## config.mk

```make
export PLATFORM = sky130hd
export DESIGN_NAME = ring_phase_decoder
export DESIGN_NICKNAME = d
export VERILOG_FILES = /design/src/rtl/ring_phase_decoder.sv
export SDC_FILE = /design/constraint.sdc
export NUM_CORES = 1
export LEC_CHECK = 0
export CORE_MARGIN = 1.5
export CORE_UTILIZATION = 40
export DETAILED_ROUTE_END_ITERATION = 10
export HOLD_SLACK_MARGIN = 0.12
export SLEW_MARGIN = 15
export SYNTH_ARGS = -nofsm -noshare
export SYNTH_HDL_FRONTEND = slang
export SYNTH_SLANG_ARGS = --single-unit
```

## constraint.sdc

```tcl
create_clock -name clk -period 3.1 [get_ports clk]
set_input_delay 0.93 -clock clk [delete_from_list [all_inputs] [get_ports clk]]
set_output_delay 0.93 -clock clk [all_outputs]
set_load 0.005 [all_outputs]
```

## src/rtl/ring_phase_decoder.sv

```systemverilog
// Receive-side checker/decoder for an N-bit one-hot ring counter: decodes the
// phase index, qualifies the stream with a lock FSM and counts sequence errors.
module ring_phase_decoder #(
    parameter int N        = 4,
    parameter int LOCK_CNT = 3,
    parameter int ERR_W    = 8,
    localparam int IDX_W   = $clog2(N)
) (
    input  logic             clk,
    input  logic             rst,
    input  logic [N-1:0]     ring_in,
    input  logic             ring_vld,
    output logic [IDX_W-1:0] phase_idx,
    output logic             phase_vld,
    output logic             locked,
    output logic             err,
    output logic             wrap,
    output logic [ERR_W-1:0] err_cnt
);

    typedef enum logic [1:0] {
        ST_SEARCH  = 2'd0,
        ST_CONFIRM = 2'd1,
        ST_LOCKED  = 2'd2
    } state_t;

    localparam logic [3:0]       LOCK_CNT_C = 4'(LOCK_CNT);
    localparam logic [ERR_W-1:0] ERR_MAX    = {ERR_W{1'b1}};
    localparam logic [IDX_W-1:0] IDX_LAST   = IDX_W'(N - 1);

    // Clearing the lowest set bit leaves zero only for a single-bit vector.
    function automatic logic is_one_hot(input logic [N-1:0] v);
        return (v != {N{1'b0}}) && ((v & (v - N'(1))) == {N{1'b0}});
    endfunction

    function automatic logic [IDX_W-1:0] bit_index(input logic [N-1:0] v);
        logic [IDX_W-1:0] r;
        r = {IDX_W{1'b0}};
        for (int i = 0; i < N; i++) begin
            if (v[i]) begin
                r = IDX_W'(i);
            end
        end
        return r;
    endfunction

    state_t           state_r, state_nxt_s;
    logic [3:0]       good_r, good_nxt_s;
    logic [IDX_W-1:0] exp_idx_r, exp_idx_nxt_s;
    logic [ERR_W-1:0] err_cnt_nxt_s;
    logic             err_nxt_s, wrap_nxt_s;
    logic             one_hot_s, match_s;
    logic [IDX_W-1:0] idx_s;

    // Sample decode: one-hot test, bit position, expected-position match.
    always_comb begin
        one_hot_s     = is_one_hot(ring_in);
        idx_s         = bit_index(ring_in);
        match_s       = one_hot_s && (idx_s == exp_idx_r);
        exp_idx_nxt_s = (idx_s == IDX_LAST) ? {IDX_W{1'b0}} : idx_s + IDX_W'(1);
    end

    // Lock FSM next-state, error/wrap pulses and saturating error count.
    always_comb begin
        state_nxt_s   = state_r;
        good_nxt_s    = good_r;
        err_nxt_s     = 1'b0;
        wrap_nxt_s    = 1'b0;
        err_cnt_nxt_s = err_cnt;
        if (ring_vld) begin
            case (state_r)
                ST_SEARCH: begin
                    if (one_hot_s) begin
                        good_nxt_s  = 4'd1;
                        state_nxt_s = (LOCK_CNT_C == 4'd1) ? ST_LOCKED : ST_CONFIRM;
                    end else begin
                        good_nxt_s  = 4'd0;
                    end
                end
                ST_CONFIRM: begin
                    if (match_s) begin
                        good_nxt_s = good_r + 4'd1;
                        if ((good_r + 4'd1) >= LOCK_CNT_C) begin
                            state_nxt_s = ST_LOCKED;
                        end else begin
                            state_nxt_s = ST_CONFIRM;
                        end
                    end else if (one_hot_s) begin
                        // A clean jump re-seeds qualification at the new position.
                        good_nxt_s = 4'd1;
                    end else begin
                        good_nxt_s  = 4'd0;
                        state_nxt_s = ST_SEARCH;
                    end
                end
                ST_LOCKED: begin
                    if (match_s) begin
                        wrap_nxt_s = (idx_s == {IDX_W{1'b0}});
                    end else begin
                        err_nxt_s     = 1'b1;
                        err_cnt_nxt_s = (err_cnt == ERR_MAX) ? ERR_MAX : err_cnt + ERR_W'(1);
                        good_nxt_s    = 4'd0;
                        state_nxt_s   = ST_SEARCH;
                    end
                end
                default: begin
                    good_nxt_s  = 4'd0;
                    state_nxt_s = ST_SEARCH;
                end
            endcase
        end else begin
            state_nxt_s = state_r;
        end
    end

    // State, expected-index and registered output updates.
    always_ff @(posedge clk) begin
        if (rst) begin
            state_r   <= ST_SEARCH;
            good_r    <= 4'd0;
            exp_idx_r <= {IDX_W{1'b0}};
            phase_idx <= {IDX_W{1'b0}};
            phase_vld <= 1'b0;
            locked    <= 1'b0;
            err       <= 1'b0;
            wrap      <= 1'b0;
            err_cnt   <= {ERR_W{1'b0}};
        end else begin
            state_r <= state_nxt_s;
            good_r  <= good_nxt_s;
            if (ring_vld && one_hot_s) begin
                phase_idx <= idx_s;
                phase_vld <= 1'b1;
                exp_idx_r <= exp_idx_nxt_s;
            end else begin
                phase_vld <= 1'b0;
            end
            locked  <= (state_nxt_s == ST_LOCKED);
            err     <= err_nxt_s;
            wrap    <= wrap_nxt_s;
            err_cnt <= err_cnt_nxt_s;
        end
    end

endmodule

```

==> metrics.md <==
| Metric | Value |
|---|---|
| Root Buffer Master | clkbuf_4 |
| Hold-fix buffers at CTS | 0 |
| Share of synthesized area occupied by flip-flops and latches | 0.349 |
| Top library cells by usage in the layout, fill and taps aside | dfxtp_1 (22), clkdlybuf4s50_1 (20), a21oi_1 (12), nor2_1 (12), nor3_1 (12) |
| Power density over the cells | 314 nW/um^2 |
| Max stage delay cell, worst path | clkdlybuf4s50_1 |
| Number of antenna violations at the first check in global routing | 0 |
| Die footprint | 3500 sq um |
| Post-DRT Antenna Nets | 0 |
| X dimension of the die | 59.2 um |
| Final nets | 185 |
| Critical path class | in2reg |
| Slew of the pin with the lowest slew margin | 362 ps |
| Total core area | 3030 sq um |
| Post-synthesis net count | 160 |
| Global Route Usage Sum | 0.175 |
| Placed instance count | 213 |
| Result of the run | finished, final reports clean |
| Flops & latches, synth | 22 |
| Max capacitance violation total | 0 |
| Unrepaired setup endpoints after global routing | false |
| Final Routed Wirelength | 2.81 mm |
| Worst slew margin relative to its limit | 0.759 |
| Layout Skew | 10.3 ps |
| Worst min-delay path category | reg2reg |
| # IOs | 21 |
| Share of cells above drive strength 1 | 0.110 |
| Number of slew-limit violations in the final report | 0 |
| Sum of buffers and inverters on the critical path | 1 |
| Crit-path max FO | 9 |
| Area added between synthesis and finish | 22.8% |
| Minimum clock period after layout | 2690 ps |
| F_max | 0.372 GHz |
| Total of warnings raised by yosys | 0 |
| Setup bufs post-CTS | 0 |
| Via count of the first global-routing pass | 1075 |
| Area share of the largest cell type after synthesis | 0.349 |
| Pre-antenna DRT Iters | 4 |
| CP required | 3280 ps |
| Area contributors post-synth | dfxtp_1 (35%), a21oi_1 (4.8%), nor3_1 (4.8%) |
| Startpoint type of the worst setup path | input port |
| Area of the mapped netlist | 1260 sq um |
| Final non-filler cell total | 216 |
| Highest cell delay on the worst timing path | 480 ps |
| Cell type with the highest aggregate area in the netlist | dfxtp_1 |
| Synthesized area per cell | 8.46 sq um |
| Final sum of negative setup slack | 0 ps |
| Nature of the critical path endpoint | register |
| Filler cell count | 283 |
| Clock-pin slew reported for the worst setup and hold paths after clock tree synthesis | 120 ps |
| Number of rows created at floorplan | 20 |
| Total number of vias | 1200 |
| Gp weighted congestion | 0.835 |
| Ratio of final minimum period to clock period | 0.866 |
| Cells after synthesis | 149 |
| LEAKAGE | 0.000567 uW |
| Insertion delay of the later-clocked pin in the worst-skew pair | 300 ps |
| Arr. time, crit path | 2860 ps |
| Clock buffers created by TritonCTS | 3 |
| Post-detailed-placement half-perimeter wirelength | 2.08 mm |
| Ant diodes | 0 |
| Worst vdd rail ir drop | 0.000144 V |
| Number of port buffers | 20 |
| Die outline height | 59.2 um |
| Clk buf depth | 2 |
| DRC | 0 |
| Footprint of the flip-flops and latches | 440 sq um |
| Initial Utilization | 0.417 |
| Number of DRC markers in iteration 0 | 39 |
| Global-route wire length before repair | 4.75 mm |
| Depth of the CTS H-tree | 1 |
| Detail-routed net length per standard cell | 13.0 um |
| Hold Vio Cnt, Final | 0 |
| Clock Sink Count | 22 |
| Count of endpoints failing setup in the final report | 0 |
| Area of combinational cells with multiple inputs | 748 sq um |
| Total overflow reported by the global router | 0 |
| TritonCTS clock tree | built |
| Leading cell type in the layout, fill and taps excluded | dfxtp_1 |
| Ordered list of cells on the worst path | clkdlybuf4s50_1, or3b_1, or4_4, and4b_1, a21oi_1, a311oi_2 |
| Crit-path leading delay family | simple AND/OR/NAND/NOR gates |
| Via-per-instance ratio | 5.56 |
| Number of distinct standard cells referenced by the synthesized netlist | 47 |
| Number of gates given a new drive strength after cts | 0 |
| Largest net degree at the start of global routing | 14 |
worst min-delay path, delay by kind of cell, from the launching register on:
family	cells	cell delay (ps)
flops	1	360
simple gates	1	60
compound gates	1	50
layout make-up:
cell class | instances | share of cell area
repair buffers | 27 | 0.163
flip-flops and latches | 22 | 0.284
inverters | 8 | 0.0194
well taps | 44 | 0.0355
clock buffers | 3 | 0.0145
multi-input cells | 112 | 0.483
worst paths after layout:
path                              startpoint      endpoint  slack [ps]  depth (start not counted)
worst max register to register     good_r[0]        locked        1320                          6
worst min-delay path            exp_idx_r[1]  exp_idx_r[1]         510                          2
worst max-delay path              ring_in[0]    err_cnt[6]         410                          6
worst min register to register  exp_idx_r[1]  exp_idx_r[1]         510                          2
flip-flops by register name, indices dropped and copies added, names as in the netlist:
signal	flops
wrap	1
err	1
exp_idx_r	2
locked	1
phase_idx	2
good_r	4
state_r	2
err_cnt	8
phase_vld	1
cell usage after synthesis, drive strengths merged:
master   count
or3          1
and3b        1
o21ai        2
nor2        12
a41oi        1
nand4b       2
a211oi       3
nor2b        3
mux2i        1
and4         1
and3         5
or4          1
nor3        12
nor4         1
a311oi       3
clkbuf       4
a41o         1
dfxtp       22
a21o         3
o32ai        1
a311o        1
a32oi        1
nand3       11
or2          2
nor4b        2
nand2       10
o21bai       1
inv          8
ha           4
a2111oi      1
and2         1
a21oi       12
nor3b        3
nand4        1
buf          3
or3b         1
and4b        1
o211a        1
xnor2        1
a31oi        3
o22ai        1
logic make-up (layout without fill, tap and decap cells):
group,Yosys count,after routing,share of synthesized area
AOI/OAI and AO/OA,35,35,0.215
xor gates and xnor gates,1,1,0.00695
adders and majority gates,4,4,0.0397
buffers and inverters,15,38,0.0575
DFF,22,22,0.349
muxes,1,1,0.00794
and+or+nand+nor,71,71,0.323
through the flow:
stage | hold WS [ps] | total power [uW] | setup WS (ps) | cell area, sq um | utilization
4_1_cts | 515 | 494 | 439 | 1550 | 0.512
3_3_place_gp | 485 | 366 | 138 | 1530 | 0.504
6_report | 510 | 486 | 414 | 1550 | 0.512
3_5_place_dp | 499 | 367 | 125 | 1530 | 0.504
5_1_grt | 531 | 512 | 300 | 1550 | 0.512
2_1_floorplan | 458 | 337 | 540 | 1260 | -
power breakdown:
| group | internal (uW) | leakage, uW | switching [uW] |
|---|---|---|---|
| registers | 288 | 0.000178 | 5.33 |
| clock network | 45.2 | 0.0000138 | 79.4 |
| logic | 33.0 | 0.000375 | 34.7 |
| total | 367 | 0.000567 | 119 |
layer usage:
| metal | GRT usage | vias up | part of all wire |
|---|---|---|---|
| met2 | 0.275 | 25 | 0.45 |
| li1 | - | 607 | - |
| met5 | 0 | - | 0 |
| met1 | 0.239 | 566 | 0.50 |
| met4 | 0.0682 | 0 | 0.0068 |
| met3 | 0.0284 | 2 | 0.038 |
Note: power is estimated with default switching activity, not from simulation.
